<file path="config.mk">
export PLATFORM = sky130hd
export DESIGN_NAME = alu_issue_unit
export DESIGN_NICKNAME = d
export VERILOG_FILES = /design/src/rtl/alu_issue_unit.sv
export SDC_FILE = /design/constraint.sdc
export NUM_CORES = 1
export LEC_CHECK = 0
export CORE_ASPECT_RATIO = 0.9
export CORE_MARGIN = 2
export CORE_UTILIZATION = 55
export CTS_CLUSTER_SIZE = 20
export DETAILED_ROUTE_END_ITERATION = 8
export PLACE_DENSITY = 0.75
export SLEW_MARGIN = 30
export SYNTH_ARGS = -nofsm -noshare
export SYNTH_HDL_FRONTEND = slang
export SYNTH_SLANG_ARGS = --single-unit
export TNS_END_PERCENT = 10
</file>
<file path="constraint.sdc">
create_clock -name clk -period 10.1 [get_ports clk]
set_input_delay 1.515 -clock clk [delete_from_list [all_inputs] [get_ports clk]]
set_output_delay 1.515 -clock clk [all_outputs]
set_load 0.01 [all_outputs]
</file>
<file path="src/rtl/alu_issue_unit.sv">
// alu_issue_unit
// Issue/writeback sequencer that sits in front of sixteen_bit_alu and owns an
// 8 x 16-bit register file (r0 is hard-wired to zero on every read path).
// One instruction is handled at a time through IDLE -> READ -> EXEC -> WB.
//
// Ports:
//   clk, rst            clock, asynchronous active-high reset
//   instr_valid/ready   instruction handshake (ready only while IDLE)
//   instr[15:0]         op[15:12] rd[11:9] rs[8:6] rt[5:3] imm9[8:0]
//   alu_a/alu_b/alu_op  registered operands and opcode driven to the ALU
//   alu_out             combinational result returned by the ALU
//   res_valid           one-cycle writeback pulse
//   res_data/res_rd     last written value and its destination (held)
//   flag_z/flag_n       zero / negative of res_data, updated with res_valid
//   err                 one-cycle pulse when an illegal op retires
//   dbg_addr/dbg_data   combinational debug read port of the register file
module alu_issue_unit (
    input  logic        clk,
    input  logic        rst,
    input  logic        instr_valid,
    output logic        instr_ready,
    input  logic [15:0] instr,
    output logic [15:0] alu_a,
    output logic [15:0] alu_b,
    output logic [3:0]  alu_op,
    input  logic [15:0] alu_out,
    output logic        res_valid,
    output logic [15:0] res_data,
    output logic [2:0]  res_rd,
    output logic        flag_z,
    output logic        flag_n,
    output logic        err,
    input  logic [2:0]  dbg_addr,
    output logic [15:0] dbg_data
);

    typedef enum logic [1:0] {IDLE, READ, EXEC, WB} state_t;

    localparam logic [3:0] OP_LDI = 4'b0111;

    state_t      state;
    state_t      state_next;
    logic [15:0] ir;
    logic [15:0] wb_reg;
    logic [15:0] regs [8];

    logic [3:0]  ir_op;
    logic [2:0]  ir_rd;
    logic [2:0]  ir_rs;
    logic [2:0]  ir_rt;
    logic [8:0]  ir_imm;
    logic        ir_illegal;
    logic [15:0] rs_val;
    logic [15:0] rt_val;

    assign ir_op  = ir[15:12];
    assign ir_rd  = ir[11:9];
    assign ir_rs  = ir[8:6];
    assign ir_rt  = ir[5:3];
    assign ir_imm = ir[8:0];

    // Holes in the opcode map; these retire with err instead of a writeback.
    assign ir_illegal = (ir_op == 4'b1011) || (ir_op == 4'b1101) || (ir_op == 4'b1111);

    // r0 reads as zero everywhere, independent of what the array holds.
    assign rs_val   = (ir_rs == 3'd0)    ? 16'h0000 : regs[ir_rs];
    assign rt_val   = (ir_rt == 3'd0)    ? 16'h0000 : regs[ir_rt];
    assign dbg_data = (dbg_addr == 3'd0) ? 16'h0000 : regs[dbg_addr];

    always_ff @(posedge clk or posedge rst) begin
        if (rst) begin
            state <= IDLE;
        end else begin
            state <= state_next;
        end
    end

    // Fixed four-step sequence; only IDLE waits on the handshake.
    // Ready is masked by rst so nothing appears accepted during reset.
    always_comb begin
        state_next  = state;
        instr_ready = 1'b0;
        case (state)
            IDLE: begin
                instr_ready = ~rst;
                if (instr_valid) begin
                    state_next = READ;
                end
            end
            READ:    state_next = EXEC;
            EXEC:    state_next = WB;
            WB:      state_next = IDLE;
            default: state_next = IDLE;
        endcase
    end

    // Register file: written only in WB for legal ops, never at r0.
    always_ff @(posedge clk or posedge rst) begin
        if (rst) begin
            for (int i = 0; i < 8; i++) begin
                regs[i] <= 16'h0000;
            end
        end else if (state == WB && !ir_illegal && ir_rd != 3'd0) begin
            regs[ir_rd] <= wb_reg;
        end
    end

    // Datapath: latch instruction, present operands, capture the result,
    // then publish it. res_valid and err default low so each is a pulse.
    always_ff @(posedge clk or posedge rst) begin
        if (rst) begin
            ir        <= 16'h0000;
            alu_a     <= 16'h0000;
            alu_b     <= 16'h0000;
            alu_op    <= 4'h0;
            wb_reg    <= 16'h0000;
            res_valid <= 1'b0;
            res_data  <= 16'h0000;
            res_rd    <= 3'd0;
            flag_z    <= 1'b0;
            flag_n    <= 1'b0;
            err       <= 1'b0;
        end else begin
            res_valid <= 1'b0;
            err       <= 1'b0;
            case (state)
                IDLE: begin
                    if (instr_valid) begin
                        ir <= instr;
                    end
                end
                READ: begin
                    alu_a  <= rs_val;
                    alu_b  <= rt_val;
                    alu_op <= ir_op;
                end
                EXEC: begin
                    if (ir_op == OP_LDI) begin
                        wb_reg <= {{7{ir_imm[8]}}, ir_imm};
                    end else if (!ir_illegal) begin
                        wb_reg <= alu_out;
                    end
                end
                WB: begin
                    if (ir_illegal) begin
                        err <= 1'b1;
                    end else begin
                        res_valid <= 1'b1;
                        res_data  <= wb_reg;
                        res_rd    <= ir_rd;
                        flag_z    <= (wb_reg == 16'h0000);
                        flag_n    <= wb_reg[15];
                    end
                end
                default: ;
            endcase
        end
    end

endmodule
</file>
* After elaboration in Yosys (flattened, before gate mapping) *
Index checks and enable logic that the tools add are counted.
W data, S select, Z words.

storage, ports and cells
  bits in registers = 221
  output and inout port bits = 76
  word-level logic and storage cells = 79

operators by class
  magnitude comparators = 5
  equal/unequal tests = 9
  multiplexer cells = 24
  bitwise operators = 6
  reduce and logical (&&, ||, !) cells = 15

operators by type and width
  kind                  count
  $mux W16              12
  $bmux W16 S3          3
  $bwmux W128           1
  $demux W16 S3         1
  $ge A4 B4 Y1 const B  4
  $logic_not A16 Y1     1
  $not A3 Y4            4
  $eq A4 B4 Y1 const B  3
  $logic_not A3 Y1      3
  $pmux W2 S4           1
  $reduce_and A2 Y1     3
  $mux W1               5
  $eq A2 B2 Y1 const B  2
  $eq A4 B3 Y1 const B  1
  $lt A4 B1 Y1 const B  1
  $logic_and A1 B1 Y1   3
  $reduce_bool A3 Y1    1
  $eq A2 B1 Y1 const B  1
  $logic_not A2 Y1      1
  $logic_or A1 B1 Y1    2
  $mux W2               1
  $ne A2 B1 Y1 const B  1
  $ne A2 B2 Y1 const B  1
  $not A1 Y1            2
  $logic_not A1 Y1      1

* Longest topological paths before layout *
  word-level depth = 6
  depth in mapped cells = 8
  mapped depth without buffers = 5

* Worst setup path before layout *
Ideal clock, no wire load.

  kind = input port to output port
  from = input dbg_addr[0]
  to = output dbg_data[10]
  arrival = 2729 ps
  slack = 5856 ps
  stages = 5
  buffers on the path = 2
  cells stage by stage = buf_2 > buf_2 > mux4_2 > nand2_1 > o21ai_0

on the way
  cells in the longest elaborated chain, start to end = 5
  elaborated cells between the ends (all ways) = 6

RTL lines
  element                                      RTL line  RTL
  from (decl)                                  33        input logic [2:0] dbg_addr,
  $not A3 Y4 (not written as such)             68        assign dbg_data = (dbg_addr == 3'd0) ? 16'h0000 : regs[dbg_addr];
  $bmux W16 S3                                 68
  $mux W16 (not written as such) (2 in a row)  68
  $mux W16 *                                   68
  to (decl)                                    34        output logic [15:0] dbg_data

Every way passes the cells marked *; elsewhere a longest branch is shown, timed or not. The select of a mux whose other input is x is not followed.

* Final worst setup path *
  from = input dbg_addr[1]
  to = output dbg_data[13]

The elaborated chain is that of the path after synthesis.

==> out/qor.csv <==
stage,metric,value,unit
critical_path,CP startpoint kind,primary input,
power_and_ir_drop,cell-internal power,0.00284,W
cts,clock latency on the worst-skew pair,0.50,ns
cts,cts repair resizes,0,
routing,vias,7613,
routing,top routing layer used,met4,
die,die area,20400,um^2
finish,Ant. Diodes,0,
yosys,Post-Syn Instances,845,
power_and_ir_drop,sequential fraction of design power,37.7,%
min_path,WHS Endpoint,res_data[9],
outcome,status,"complete, no violations",
placement,PortBufs,113,
cts,clock root buffer master,clkbuf_16,
critical_path,r2r startpoint,ir[13],
die,Die X,150,um
die,num rows,48,
power_and_ir_drop,overall power,0.00456,W
min_path,hold depth,1,
grt,largest net degree at the start of global routing,127,
min_path,worst hold start,res_data[9],
grt,Congestion Overflow GR,0,
sta,RSZ-0062 raised after global routing,no,
yosys,Yosys reg bits,204,
cts,CTS Buffer Depth,3,
finish,# nets final,948,
critical_path,FF-to-FF End,regs[81],
yosys,area of the mapped netlist,10600,um^2
cts,Num CTS Buffers,22,
finish,Top reg by flops,regs,
power_and_ir_drop,VDD IR-drop max,213,uV
die,Starting Density,55.7,%
finish,layout cell share with drive strength beyond 1,37.2,%
critical_path,Reg2Reg Depth,3,
routing,Iter 0 DRT Violations,753,
power_and_ir_drop,Clock Power Share,17.3,%
power_and_ir_drop,logic gate share of total power,45.0,%
routing,met2 WL,13.3,mm
power_and_ir_drop,Sw Ratio,37.8,%
routing,Final ANT Viol Nets,0,
routing,final WL,28.6,mm
yosys,Mapped Avg Cell Area,12.6,um^2
die,I/O pins,114,
cts,H-Tree Depth,1,
sta,Hold WS,0.506,ns
yosys,"Seq/Total Area, Yosys",48.1,%
placement,Placer Congestion,0.792,
sta,fin crit share,55.7,%
sta,Fmax,178,MHz
die,Die H,136,um
critical_path,crit path DAT,4.11,ns
routing,Remaining DRCs,0,
cts,CTS tree,done,
cts,"Reg clk slew, reported paths",0.06,ns
die,core area,19000,um^2
yosys,Yosys cell types,37,
grt,initial antenna violation count,0,
sta,measured slew at the worst slew-check pin,1.09,ns
power_and_ir_drop,pwr dens,365,nW/um^2
sta,final-report hold violation count,0,
sta,endpoints failing setup,0,
routing,WL/cell,24.4,um
grt,Total GRT Usage,28.6,%
power_and_ir_drop,Leakage,5.15,nW
critical_path,Critical Path RT,8.59,ns
critical_path,flop2flop setup slack,7.32,ns
routing,met3 wire len,2.08,mm
grt,vias in the first global route,7763,
finish,Largest register FFs,112,
job,max cap viols,0,
routing,via/cell ratio,6.51,
grt,first-pass GRT wire length,44.8,mm
placement,Inst Count DP,1131,
min_path,hold crit path type,flop to flop,
routing,wl on met1,12.4,mm
routing,DRT Pass-1 Iters,5,
placement,post-DP HPWL,16.9,mm
critical_path,crit path capture type,output port,
sta,Final Slew Violations,0,
sta,Max-slew headroom,27.0,%
finish,Non-Filler Instances,1170,
yosys,Ys Warns,0,
cts,clk sink count,204,
sta,Fin Setup TNS,0,ns
critical_path,"Max FO, Critical Path",34,
finish,fin util,65.6,%
critical_path,Crit Path Class,primary input to output port,
cts,CTS Hold Bufs,0,
sta,Setup Skew,0.00795,ns
power_and_ir_drop,Sw Pwr,0.00172,W
yosys,Mapped Nets,888,
cts,"Setup Fix Bufs, Post-CTS",0,
sta,Tmin final,5.62,ns
finish,Area Growth Syn to Fin,17.7,%
==> power groups by stage <==
stage | clock (W) | sequential, W | combinational, W
2_1_floorplan | 0 | 0.00153 | 0.00147
3_3_place_gp | 0 | 0.00169 | 0.00199
3_5_place_dp | 0 | 0.00171 | 0.00203
4_1_cts | 0.000798 | 0.00170 | 0.00204
5_1_grt | 0.000832 | 0.00177 | 0.00220
6_report | 0.000789 | 0.00172 | 0.00205
==> cells in the final DEF, fill, tap and decap left out, types with 23 or more instances in the layout <==
| cell | n |
|---|---|
| dfrtp_1 | 202 |
| nor2_1 | 33 |
| mux2_2 | 262 |
| o22ai_1 | 31 |
| a221oi_1 | 31 |
| clkdlybuf4s50_1 | 112 |
| nand2_1 | 26 |
| a211oi_1 | 32 |
| a21oi_1 | 28 |
| clkbuf_16 | 23 |
==> through the flow <==
step	instance area, um^2	setup slack (ns)
floorplan	10600	3.02
global placement	11700	4.14
detailed placement	11800	4.19
CTS	12500	4.19
global route	12500	4.39
finish	12500	4.48
==> metal layers <==
| metal | up-vias | GRT usage (%) |
|---|---|---|
| met3 | 66 | 4.95 |
| met5 | - | 0 |
| met4 | 0 | 8.75 |
| met1 | 3898 | 41.6 |
| li1 | 3290 | - |
| met2 | 359 | 44.2 |
==> how the worst max path moves through the flow <==
stage,to,cells after the start,slack [ns],startpoint
floorplan,alu_a[0],1,3.02,rst
global placement,dbg_data[13],6,4.14,dbg_addr[1]
detailed placement,dbg_data[13],6,4.19,dbg_addr[1]
CTS,dbg_data[13],6,4.19,dbg_addr[1]
global route,dbg_data[2],6,4.39,dbg_addr[1]
finish,dbg_data[13],6,4.48,dbg_addr[1]
==> area by class of cell <==
cell class	count	area, um^2
Clock buffer	34	687
Inverter	7	33.8
Multi-Input combinational cell	547	5110
Tap cell	250	313
Sequential cell	204	5110
Timing Repair Buffer	123	1220
Clock inverter	5	25.0
Fill cell	1429	6550
==> critical path: stages <==
cell and delay [ns]:
clkdlybuf4s50_1 0.45, buf_4 0.45, nor2b_4 0.65, a22oi_1 0.12, o21ai_0 0.30, clkdlybuf4s50_1 0.60
==> cell families (layout without fill, tap and decap cells) <==
family                   count (synthesis)  in the layout  share of synthesized area (%)
multiplexers                           289            289                           32.2
flip-flops                             204            204                           48.1
AO/OA/AOI/OAI                          164            164                           10.6
buffers and inverters                   94            169                           3.99
AND/OR/NAND/NOR                         89             89                           4.41
adder cells (fa/ha/maj)                  5              5                          0.590
==> cells in the mapped netlist <==
cell type / n / area, um^2
buf_6: 2 / 22.5
nor3_1: 1 / 5.00
or2_2: 1 / 6.26
nand4_2: 4 / 50.1
mux2_2: 262 / 2950
buf_1: 10 / 37.5
nand2b_1: 5 / 31.3
ha_1: 5 / 62.6
a31oi_1: 8 / 50.1
nand4b_1: 1 / 8.76
a21o_1: 1 / 7.51
o221ai_1: 1 / 8.76
nor2_1: 33 / 124
nor2b_1: 7 / 43.8
nand4_1: 1 / 6.26
nor4_1: 4 / 25.0
and2_1: 2 / 12.5
inv_1: 7 / 26.3
a211oi_1: 32 / 240
nand2_1: 27 / 101
nand4b_2: 2 / 30.0
clkbuf_8: 1 / 13.8
a221oi_1: 31 / 272
o21ai_0: 15 / 75.1
o22ai_1: 31 / 194
mux2i_1: 11 / 110
a2bb2oi_1: 1 / 8.76
dfrtp_1: 204 / 5100
a22oi_1: 15 / 113
buf_8: 1 / 15.0
clkbuf_1: 48 / 180
buf_2: 24 / 120
a21oi_1: 28 / 140
mux4_2: 16 / 360
buf_4: 1 / 7.51
nand4b_4: 1 / 23.8
o211ai_4: 1 / 21.3
(Power assumes the default switching activity.)
